**src/rtl/tmds_pkg.sv**
```systemverilog
// Shared types for the TMDS video controller: pixel layout, per-channel ctrl, FSM states.
package tmds_pkg;

  localparam int NUM_CH = 3;

  typedef struct packed {
    logic [7:0] r;
    logic [7:0] g;
    logic [7:0] b;
  } rgb_t;

  typedef logic [1:0] ctrl_t;

  typedef enum logic [1:0] {IDLE, RUN, STOPPING} state_t;

  function automatic int cnt_w(input int m);
    return (m > 1) ? $clog2(m) : 1;
  endfunction

endpackage

```
**src/rtl/tmds_video_ctrl_if.sv**
```systemverilog
// Upstream pixel stream into the controller; the source drives rgb/valid, the controller pops with ready.
interface tmds_video_ctrl_if;
  import tmds_pkg::*;

  rgb_t in_rgb;
  logic in_valid;
  logic in_ready;

  modport master (output in_rgb, in_valid, input in_ready);
  modport slave  (input in_rgb, in_valid, output in_ready);
endinterface

```
**src/rtl/tmds_wrap_counter.sv**
```systemverilog
// Modulo-MOD up counter; wrap is high on the enabled cycle that returns the count to 0.
module tmds_wrap_counter
  import tmds_pkg::*;
#(
  parameter int MOD = 8,
  localparam int W = cnt_w(MOD)
) (
  input  logic         clk,
  input  logic         rst_n,
  input  logic         en,
  output logic [W-1:0] cnt,
  output logic         wrap
);

  assign wrap = en && (cnt == W'(MOD - 1));

  always_ff @(posedge clk) begin
    if (!rst_n)  cnt <= '0;
    else if (en) cnt <= wrap ? '0 : cnt + 1'b1;
  end

endmodule

```
**src/rtl/tmds_video_ctrl.sv**
```systemverilog
// Raster timing generator feeding three TMDS encoders; pops upstream pixels in the active region.
// Optional underflow_cnt output when TMDS_VIDEO_CTRL_UFCNT_EN is defined.
module tmds_video_ctrl
  import tmds_pkg::*;
#(
  parameter int          H_ACTIVE = 640,
  parameter int          H_FP     = 16,
  parameter int          H_SYNC   = 96,
  parameter int          H_BP     = 48,
  parameter int          V_ACTIVE = 480,
  parameter int          V_FP     = 10,
  parameter int          V_SYNC   = 2,
  parameter int          V_BP     = 33,
  parameter logic        HS_POL   = 1'b0,
  parameter logic        VS_POL   = 1'b0,
  parameter logic [23:0] IDLE_RGB = 24'h000000
) (
  input  logic                     clk,
  input  logic                     rst_n,
  input  logic                     en,
  tmds_video_ctrl_if.slave         pix,
  output logic [NUM_CH-1:0][7:0]   enc_data,
  output ctrl_t [NUM_CH-1:0]       enc_ctrl,
  output logic                     enc_active,
  output logic                     frame_start,
  output logic                     underflow,
  input  logic                     underflow_clr
`ifdef TMDS_VIDEO_CTRL_UFCNT_EN
  ,
  output logic [15:0]              underflow_cnt
`endif
);

  localparam int H_TOTAL = H_ACTIVE + H_FP + H_SYNC + H_BP;
  localparam int V_TOTAL = V_ACTIVE + V_FP + V_SYNC + V_BP;
  localparam int HW      = cnt_w(H_TOTAL);
  localparam int VW      = cnt_w(V_TOTAL);
  localparam int HS_BEG  = H_ACTIVE + H_FP;
  localparam int VS_BEG  = V_ACTIVE + V_FP;
  localparam ctrl_t SYNC_OFF = {~VS_POL, ~HS_POL};

  state_t          state, nxt;
  logic            run;
  logic            h_wrap, last;
  logic [HW-1:0]   h;
  logic [VW-1:0]   v;
  logic            act, hs, vs, slot, uf_set;
  logic [NUM_CH-1:0][7:0] src, idle_px, data_nxt;

  tmds_wrap_counter #(.MOD(H_TOTAL)) u_h (
    .clk(clk), .rst_n(rst_n), .en(run), .cnt(h), .wrap(h_wrap)
  );

  // v advances on the line wrap, so its own wrap marks the last clock of the frame.
  tmds_wrap_counter #(.MOD(V_TOTAL)) u_v (
    .clk(clk), .rst_n(rst_n), .en(h_wrap), .cnt(v), .wrap(last)
  );

  always_ff @(posedge clk) begin
    if (!rst_n) state <= IDLE;
    else        state <= nxt;
  end

  always_comb begin
    nxt = state;
    case (state)
      IDLE:     if (en) nxt = RUN;
      RUN:      if (!en) nxt = STOPPING;
      STOPPING: if (en) nxt = RUN;
                else if (last) nxt = IDLE;
      default:  nxt = IDLE;
    endcase
  end

  always_comb begin
    run          = (state != IDLE);
    pix.in_ready = run && act;
  end

  assign act    = (int'(h) < H_ACTIVE) && (int'(v) < V_ACTIVE);
  assign hs     = (int'(h) >= HS_BEG) && (int'(h) < HS_BEG + H_SYNC);
  assign vs     = (int'(v) >= VS_BEG) && (int'(v) < VS_BEG + V_SYNC);
  assign slot   = run && act;
  assign uf_set = slot && !pix.in_valid;

  assign src     = pix.in_rgb;
  assign idle_px = IDLE_RGB;

  for (genvar ch = 0; ch < NUM_CH; ch++) begin : g_ch
    assign data_nxt[ch] = !slot        ? 8'h00 :
                          pix.in_valid ? src[ch] : idle_px[ch];
  end

  always_ff @(posedge clk) begin
    if (!rst_n) begin
      enc_data    <= '0;
      enc_ctrl    <= '0;
      enc_ctrl[0] <= SYNC_OFF;
      enc_active  <= 1'b0;
      frame_start <= 1'b0;
      underflow   <= 1'b0;
    end else begin
      enc_data    <= data_nxt;
      enc_ctrl    <= '0;
      enc_ctrl[0] <= {(run && vs) ? VS_POL : ~VS_POL, (run && hs) ? HS_POL : ~HS_POL};
      enc_active  <= slot;
      frame_start <= run && (h == '0) && (v == '0);
      // A fresh underflow outranks a same-cycle clear.
      if (uf_set)             underflow <= 1'b1;
      else if (underflow_clr) underflow <= 1'b0;
    end
  end

`ifdef TMDS_VIDEO_CTRL_UFCNT_EN
  always_ff @(posedge clk) begin
    if (!rst_n)                                underflow_cnt <= '0;
    else if (underflow_clr)                    underflow_cnt <= {15'd0, uf_set};
    else if (uf_set && underflow_cnt != 16'hFFFF) underflow_cnt <= underflow_cnt + 16'd1;
  end
`endif

endmodule
```
**src/flat_wrapper.sv**
```systemverilog
// flat-port wrapper written by rule: the top's interface ports become plain ports
module tmds_video_ctrl_flat import tmds_pkg::*;
#(
  parameter int          H_ACTIVE = 640,
  parameter int          H_FP     = 16,
  parameter int          H_SYNC   = 96,
  parameter int          H_BP     = 48,
  parameter int          V_ACTIVE = 480,
  parameter int          V_FP     = 10,
  parameter int          V_SYNC   = 2,
  parameter int          V_BP     = 33,
  parameter logic        HS_POL   = 1'b0,
  parameter logic        VS_POL   = 1'b0,
  parameter logic [23:0] IDLE_RGB = 24'h000000
)
  (clk, rst_n, en, enc_data, enc_ctrl, enc_active, frame_start, underflow, underflow_clr, pix_in_rgb, pix_in_valid, pix_in_ready);
  tmds_video_ctrl_if pix_i ();
  input  logic clk;
  input  logic rst_n;
  input  logic en;
  output logic [NUM_CH-1:0][7:0] enc_data;
  output ctrl_t [NUM_CH-1:0] enc_ctrl;
  output logic enc_active;
  output logic frame_start;
  output logic underflow;
  input  logic underflow_clr;
  input wire logic [$bits(pix_i.in_rgb)-1:0] pix_in_rgb;
  input wire logic [$bits(pix_i.in_valid)-1:0] pix_in_valid;
  output wire logic [$bits(pix_i.in_ready)-1:0] pix_in_ready;
  assign pix_i.in_rgb = pix_in_rgb;
  assign pix_i.in_valid = pix_in_valid;
  assign pix_in_ready = pix_i.in_ready;
  tmds_video_ctrl #(.H_ACTIVE(H_ACTIVE), .H_FP(H_FP), .H_SYNC(H_SYNC), .H_BP(H_BP), .V_ACTIVE(V_ACTIVE), .V_FP(V_FP), .V_SYNC(V_SYNC), .V_BP(V_BP), .HS_POL(HS_POL), .VS_POL(VS_POL), .IDLE_RGB(IDLE_RGB)) u_core (.clk(clk), .rst_n(rst_n), .en(en), .pix(pix_i), .enc_data(enc_data), .enc_ctrl(enc_ctrl), .enc_active(enc_active), .frame_start(frame_start), .underflow(underflow), .underflow_clr(underflow_clr));
endmodule
```
**config.mk**
```make
export PLATFORM = sky130hd
export DESIGN_NAME = tmds_video_ctrl_flat
export DESIGN_NICKNAME = d
export VERILOG_FILES = /design/src/rtl/tmds_pkg.sv /design/src/rtl/tmds_video_ctrl_if.sv /design/src/rtl/tmds_wrap_counter.sv /design/src/rtl/tmds_video_ctrl.sv /design/src/flat_wrapper.sv
export SDC_FILE = /design/constraint.sdc
export NUM_CORES = 1
export LEC_CHECK = 0
export CAP_MARGIN = 10
export CORE_ASPECT_RATIO = 0.5
export CORE_MARGIN = 2
export CORE_UTILIZATION = 35
export CTS_CLUSTER_DIAMETER = 40
export CTS_CLUSTER_SIZE = 20
export DETAILED_ROUTE_END_ITERATION = 10
export GPL_TIMING_DRIVEN = 1
export PLACE_DENSITY = 0.6
export RECOVER_POWER = 25
export SYNTH_ARGS = -nofsm -noshare
export SYNTH_HDL_FRONTEND = slang
export SYNTH_SLANG_ARGS = --single-unit
```
**constraint.sdc**
```tcl
create_clock -name clk -period 1.9 [get_ports clk]
set_clock_uncertainty 0.05 [all_clocks]
set_input_delay 0.57 -clock clk [delete_from_list [all_inputs] [get_ports clk]]
set_output_delay 0.57 -clock clk [all_outputs]
set_load 0.05 [all_outputs]
```
# After elaboration in Yosys (flattened, before gate mapping)
# Index checks and enable logic that the tools add are counted.
[totals]
wordCells = 55
input_bits = 29
output_inout_bits = 34
ff_bits = 51
[op_classes]
n_reduce_logical = 19
add_sub_neg = 2
n_eq_ne = 7
n_lt_le_gt_ge = 6
n_mux = 11
[op_table]
columns = ["cell", "count"]
rows = [
  ["$add 10x1->10 const B", 2],
  ["$eq 10x10->1 const B", 2],
  ["$logic_not 10->1", 2],
  ["$lt 10x10->1 const B", 2],
  ["$lt 10x9->1 const B", 2],
  ["$mux 10", 2],
  ["$logic_and 1x1->1", 11],
  ["$ge 10x10->1 const B", 1],
  ["$ge 10x9->1 const B", 1],
  ["$mux 2", 4],
  ["$pmux 2 s3", 1],
  ["$reduce_and 3->1", 2],
  ["$mux 1", 4],
  ["$ne 2x2->1 const B", 2],
  ["$reduce_bool 2->1", 2],
  ["$ne 3x3->1 const B", 1],
  ["$eq 2x1->1 const B", 1],
  ["$eq 2x2->1 const B", 1],
  ["$logic_not 2->1", 1],
  ["$logic_not 1->1", 1],
]

# Logic depth before layout (Yosys ltp)
# Gate-level depths: netlist (run 1).
[depth]
ltp_word = 6
depth_mapped = 6
mapped_depth_nobuf = 6

# Cells and area by module
# Synthesis (run 1) repeated with hierarchy kept, for this count alone.
[hier_totals]
hier_cells = 205
area_unflattened_um2 = 2077.0
[by_module_without_submodules]
columns = ["module", "area_per_inst_um2", "instances", "cells_per_inst"]
rows = [
  ["tmds_video_ctrl", 1054.8, 1, 93],
  ["tmds_wrap_counter (u_core.u_v)", 513.0, 1, 56],
  ["tmds_wrap_counter (u_core.u_h)", 509.2, 1, 56],
]

# Worst setup path before layout (run 1)
# No wires, ideal clock.
[synth_path]
path_type = "register to output"
startpoint = "register u_core.u_h.cnt[8]"
endpoint = "output port pix_in_ready"
path_stages_with_launch = 4
path_buffers = 0
t_arrival_ns = 1.288
required_time_ns = 1.280
path_slack_ns = -0.008
cell_sequence = "dfxtp_1 > o21ai_0 > nand3b_1 > nor2_1"
[synth_via]
elab_chain_len = 3
[synth_rtl]
columns = ["element", "line_no", "rtl"]
rows = [
  ["from (decl)", "tmds_wrap_counter.sv:11", "output logic [W-1:0] cnt,"],
  ["from (signal assigned)", "tmds_wrap_counter.sv:19", "else if (en) cnt <= wrap ? '0 : cnt + 1'b1;"],
  ["$lt 10x10->1", "tmds_video_ctrl.sv:80", "assign act = (int'(h) < H_ACTIVE) && (int'(v) < V_ACTIVE);"],
  ["$logic_and 1x1->1", "tmds_video_ctrl.sv:80", ""],
  ["$logic_and 1x1->1", "tmds_video_ctrl.sv:77", "pix.in_ready = run && act;"],
  ["to (decl)", "flat_wrapper.sv:29", "output wire logic [$bits(pix_i.in_ready)-1:0] pix_in_ready;"],
]
# Every way passes these cells.

# Worst setup path after layout (run 1)
[layout_path]
startpoint = "register u_core.u_v.cnt[6]"
endpoint = "output port pix_in_ready"
[layout_via]
elab_chain_len = 3
[layout_rtl]
columns = ["element", "line_no"]
rows = [
  ["from (decl)", "tmds_wrap_counter.sv:11"],
  ["from (signal assigned)", "tmds_wrap_counter.sv:19"],
  ["$lt 10x9->1", "tmds_video_ctrl.sv:80"],
  ["$logic_and 1x1->1", "tmds_video_ctrl.sv:80"],
  ["$logic_and 1x1->1", "tmds_video_ctrl.sv:77"],
]
# Every way passes these cells.

==> results of run 1 <==
[power by group]
group	total, mW	switching [mW]	internal (mW)	leakage (nW)
Combinational	0.225	0.124	0.101	0.669
Clock	0.902	0.407	0.496	0.0746
Sequential	1.10	0.00779	1.09	0.416
[synth_stat cells, types with 2 or more instances]
cell type,count
sky130_fd_sc_hd__nand4_1,3
sky130_fd_sc_hd__nor2_1,14
sky130_fd_sc_hd__inv_1,8
sky130_fd_sc_hd__nor4_1,6
sky130_fd_sc_hd__nand2_1,13
sky130_fd_sc_hd__nand3_1,9
sky130_fd_sc_hd__a21boi_0,4
sky130_fd_sc_hd__xnor2_1,8
sky130_fd_sc_hd__buf_4,4
sky130_fd_sc_hd__nand4b_1,2
sky130_fd_sc_hd__and2_1,29
sky130_fd_sc_hd__or3_1,3
sky130_fd_sc_hd__clkbuf_1,3
sky130_fd_sc_hd__o21ai_0,5
sky130_fd_sc_hd__or4_1,4
sky130_fd_sc_hd__a21oi_1,8
sky130_fd_sc_hd__nand4_2,2
sky130_fd_sc_hd__ha_1,4
sky130_fd_sc_hd__nand3b_1,2
sky130_fd_sc_hd__dfxtp_1,51
sky130_fd_sc_hd__o31ai_1,3
[cells in the final DEF, fill, tap and decap left out, types with 4 or more instances in the layout]
cell and instances:
sky130_fd_sc_hd__a21boi_0 4, sky130_fd_sc_hd__a21oi_1 8, sky130_fd_sc_hd__and2_1 29, sky130_fd_sc_hd__buf_4 38
sky130_fd_sc_hd__clkbuf_1 15, sky130_fd_sc_hd__clkbuf_16 5, sky130_fd_sc_hd__clkdlybuf4s50_1 28, sky130_fd_sc_hd__conb_1 4
sky130_fd_sc_hd__dfxtp_1 45, sky130_fd_sc_hd__dfxtp_2 6, sky130_fd_sc_hd__ha_1 4, sky130_fd_sc_hd__inv_1 8
sky130_fd_sc_hd__nand2_1 13, sky130_fd_sc_hd__nand3_1 9, sky130_fd_sc_hd__nor2_1 12, sky130_fd_sc_hd__nor4_1 6
sky130_fd_sc_hd__o21ai_0 4, sky130_fd_sc_hd__or4_1 4, sky130_fd_sc_hd__xnor2_1 8
[stage by stage]
step / setup slack (ps) / TNS, ps / power [mW] / cell area (sq um) / std cells
final: 60.5 / 0 / 2.22 / 2890 / 367
after CTS: 0.315 / 0 / 2.26 / 2950 / 367
after detailed placement: -60.0 / -622 / 1.35 / 2760 / 355
after global routing: -38.3 / -38.3 / 2.32 / 2890 / 367
after global placement: -30.6 / -479 / 1.35 / 2760 / 355
after floorplan: 213 / 0 / 1.24 / 2060 / 214
[metal layers]
| metal | track usage | routed length [um] |
|---|---|---|
| met5 | 0 | 0 |
| met4 | 0.0523 | 53 |
| met3 | 0.0492 | 260 |
| met2 | 0.244 | 2040 |
| met1 | 0.192 | 2270 |
[kinds of logic (layout without fill, tap and decap cells)]
family	Yosys count	in the layout	share of synthesized area
AO/OA/AOI/OAI	29	29	0.0979
XOR/XNOR	9	9	0.0386
adder cells (fa/ha/maj)	4	4	0.0245
buffers and inverters	18	98	0.0453
flip-flops	51	51	0.499
multiplexers	1	1	0.00490
other	1	4	0.00183
AND/OR/NAND/NOR	98	98	0.288
[area by class of cell]
cell class | instances | area (sq um)
Clock buffer | 5 | 125
Clock inverter | 3 | 22.5
Fill cell | 555 | 2670
Inverter | 8 | 30.0
Multi-Input combinational cell | 145 | 952
Sequential cell | 51 | 1030
Tap cell | 73 | 91.3
Timing Repair Buffer | 82 | 642
[flip-flops by register name, indices dropped and copies added, names as in the netlist]
register	count
u_core.enc_ctrl	2
u_core.enc_active	1
u_core.enc_data	24
u_core.underflow	1
u_core.u_v.cnt	10
u_core.frame_start	1
u_core.state	2
u_core.u_h.cnt	10
[worst min-delay path by stage]
stage,startpoint,to,cells past startpoint
final,u_core.u_v.cnt[8]$_SDFFE_PN0N_,u_core.u_v.cnt[8]$_SDFFE_PN0N_,2
after global routing,u_core.u_v.cnt[8]$_SDFFE_PN0N_,u_core.u_v.cnt[8]$_SDFFE_PN0N_,2
after floorplan,u_core.u_v.cnt[3]$_SDFFE_PN0N_,u_core.enc_ctrl[1]$_SDFF_PN1_,1
after detailed placement,u_core.u_v.cnt[8]$_SDFFE_PN0N_,u_core.u_v.cnt[8]$_SDFFE_PN0N_,2
after CTS,u_core.u_v.cnt[6]$_SDFFE_PN0N_,u_core.u_v.cnt[6]$_SDFFE_PN0N_,2
after global placement,u_core.u_v.cnt[8]$_SDFFE_PN0N_,u_core.u_v.cnt[8]$_SDFFE_PN0N_,2
[repair_timing]
item,4_1_cts,5_1_grt
endpoints found under the setup margin,1,1
pin swaps,4,2
gates resized for setup,8,3
gates cloned,0,0
setup buffers,4,0
[worst register-to-register path: stages (launching register included)]
cell and delay (ps):
sky130_fd_sc_hd__dfxtp_2 340, sky130_fd_sc_hd__buf_4 140, sky130_fd_sc_hd__and3b_2 260, sky130_fd_sc_hd__nand4_2 240, sky130_fd_sc_hd__or4_1 540, sky130_fd_sc_hd__a21oi_1 140
==> impl_results.rst, run 1 <==
.. list-table::
   :header-rows: 1

   * - Metric
     - Value
   * - Outcome
     - finished clean
   * - Via count of the first global-routing pass
     - 1655
   * - Global routing usage summed across all routing layers
     - 0.150
   * - Area added between synthesis and finish
     - 41.4%
   * - Die outline height
     - 58.0 um
   * - Hold buffer count at CTS
     - 0
   * - Worst-Skew Late Latency
     - slightly below 300 ps
   * - Tightest slew margin relative to the limit
     - 0.581
   * - Worst IR Drop VDD
     - between 0.3 and 0.4 mV
   * - Count of TritonRoute iterations in the first routing pass
     - 4
   * - Endpoint arrival time on the critical path
     - 1220 ps
   * - Remaining Overflow, GRT
     - 0
   * - Critical path buffers and inverters
     - 1
   * - Maximum cell stage delay along the critical path
     - 340 ps
   * - Endpoint of the worst-slack reg-to-reg timing path
     - u_core.u_v.cnt[6]$_SDFFE_PN0N_
   * - Count of unresolved DRC violations after routing
     - 0
   * - Vias per Instance
     - 4.71
   * - Startpoint types
     - register
   * - Cell class contributing the biggest share of worst-path delay
     - simple AND/OR/NAND/NOR gates
   * - Number of sinks handled by clock tree synthesis
     - 51
   * - Wire length reported by the detailed router
     - 4.62 mm
   * - Total number of yosys warnings
     - 0
   * - Post-DR wirelength/cell
     - 12.6 um
   * - HPWL after detailed placement
     - ~3.5 mm
   * - Main flop type after synthesis
     - sky130_fd_sc_hd__dfxtp_1
   * - H-tree lvl count
     - 2
   * - Nets@finish
     - 326
   * - Final Hold Vio Count
     - 0
   * - Clk pin slew, worst setup/hold paths
     - 70 ps
   * - Cells along the critical path
     - nand4_1 > nand3b_1 > nor2_4 > buf_12
   * - Critical path depth
     - 4
   * - Number of instances in the synthesized netlist
     - 211
   * - Setup repair after global routing missed its margin
     - yes
   * - Final max-slew violation count
     - 0
   * - Area fraction of the dominant cell type after synthesis
     - 0.499
   * - Critical path origin
     - u_core.u_v.cnt[6]$_SDFFE_PN0N_
   * - Number of antenna violations at the first check in global routing
     - 0
   * - X dimension of the die
     - 112 um
   * - Reg-to-Reg Start
     - u_core.u_h.cnt[7]$_SDFFE_PN0P_
   * - Required time at the endpoint of the critical path
     - 1280 ps
   * - Hold WC Path Type
     - register to register
   * - Top cells by area in the synthesized netlist
     - sky130_fd_sc_hd__dfxtp_1 50%, sky130_fd_sc_hd__and2_1 8.9%, sky130_fd_sc_hd__xnor2_1 3.4%
   * - Post-synthesis register bit count
     - 51
   * - Synth async-reset ratio
     - 0
   * - Count of flip-flops with a built-in enable after synthesis
     - 0
   * - Per-instance average area after synthesis
     - 9.69 sq um
   * - Row cnt
     - 19
   * - Routability congestion estimate
     - 0.926
   * - Smallest hold slack
     - 434 ps
   * - Category of the most critical setup path
     - register to output port
   * - Final antenna diode count
     - 0
   * - Count of buffers inserted at the top-level ports
     - 58
   * - Overall via count from detail_route
     - between 1500 and 2000
   * - TritonCTS clock tree
     - done
   * - MaxCap Viol Count
     - 0
   * - Post-synthesis instance area
     - 2040 sq um
   * - Cell Pwr Density
     - 769 nW/um^2
   * - Ports
     - 63
   * - Final setup vio count
     - 0
   * - Post-synth cell types
     - 47
   * - Buffer type at the clock tree root
     - sky130_fd_sc_hd__clkbuf_16
   * - Slowest-stage cell, CP
     - sky130_fd_sc_hd__dfxtp_2
   * - Ratio of final minimum period to clock period
     - 0.968
   * - Initial DRC Count
     - 65
   * - Slack of the worst reg-to-reg path
     - 120 ps
   * - Number of clock buffers inserted by TritonCTS
     - 5
   * - Standard cell core area
     - approximately 5600 sq um
   * - Reported leakage power
     - 1.16 nW
   * - Max clock buf depth
     - 2
   * - Type of element capturing the critical path
     - output port
   * - Post-detailed-route count of antenna-violating nets
     - 0
   * - Sequential area share after synthesis
     - 0.499
   * - Share of final-layout standard cells stronger than drive strength 1
     - 0.214
   * - Cell taking the most area after synthesis
     - sky130_fd_sc_hd__dfxtp_1
   * - Critical Path End
     - pix_in_ready
   * - Die area
     - 6510 sq um
   * - Global-route wire length before repair
     - 7.71 mm
   * - Starting utilization of the core area
     - 0.368
   * - Final period demand of the worst path
     - 1840 ps
   * - Largest fanout of any net on the critical path
     - 6
   * - Peak clock frequency supported by timing
     - 544 MHz
   * - Worst reg-to-reg path cell count
     - 5
   * - Transition time at the pin with the least slew margin
     - 631 ps
   * - Post-layout util
     - 0.520
   * - Pin count of the biggest net entering global routing
     - 25
No activity file was read; power rests on OpenSTA's default activity.
==> inputs of run 2 (changes only) <==
--- a/config.mk
+++ b/config.mk
@@ -10,7 +10,6 @@
 export CORE_MARGIN = 2
 export CORE_UTILIZATION = 35
 export CTS_CLUSTER_DIAMETER = 40
-export CTS_CLUSTER_SIZE = 20
 export DETAILED_ROUTE_END_ITERATION = 10
 export GPL_TIMING_DRIVEN = 1
 export PLACE_DENSITY = 0.6
==> results of run 2 <==
No change in the layout: final DEF, timing and power equal those of run 1.
==> inputs of run 3 (changes only) <==
--- a/config.mk
+++ b/config.mk
@@ -14,6 +14,7 @@
 export GPL_TIMING_DRIVEN = 1
 export PLACE_DENSITY = 0.6
 export RECOVER_POWER = 25
+export SLEW_MARGIN = 20
 export SYNTH_ARGS = -nofsm -noshare
 export SYNTH_HDL_FRONTEND = slang
 export SYNTH_SLANG_ARGS = --single-unit
==> results of run 3 <==
No change in the layout: final DEF, timing and power equal those of run 1.
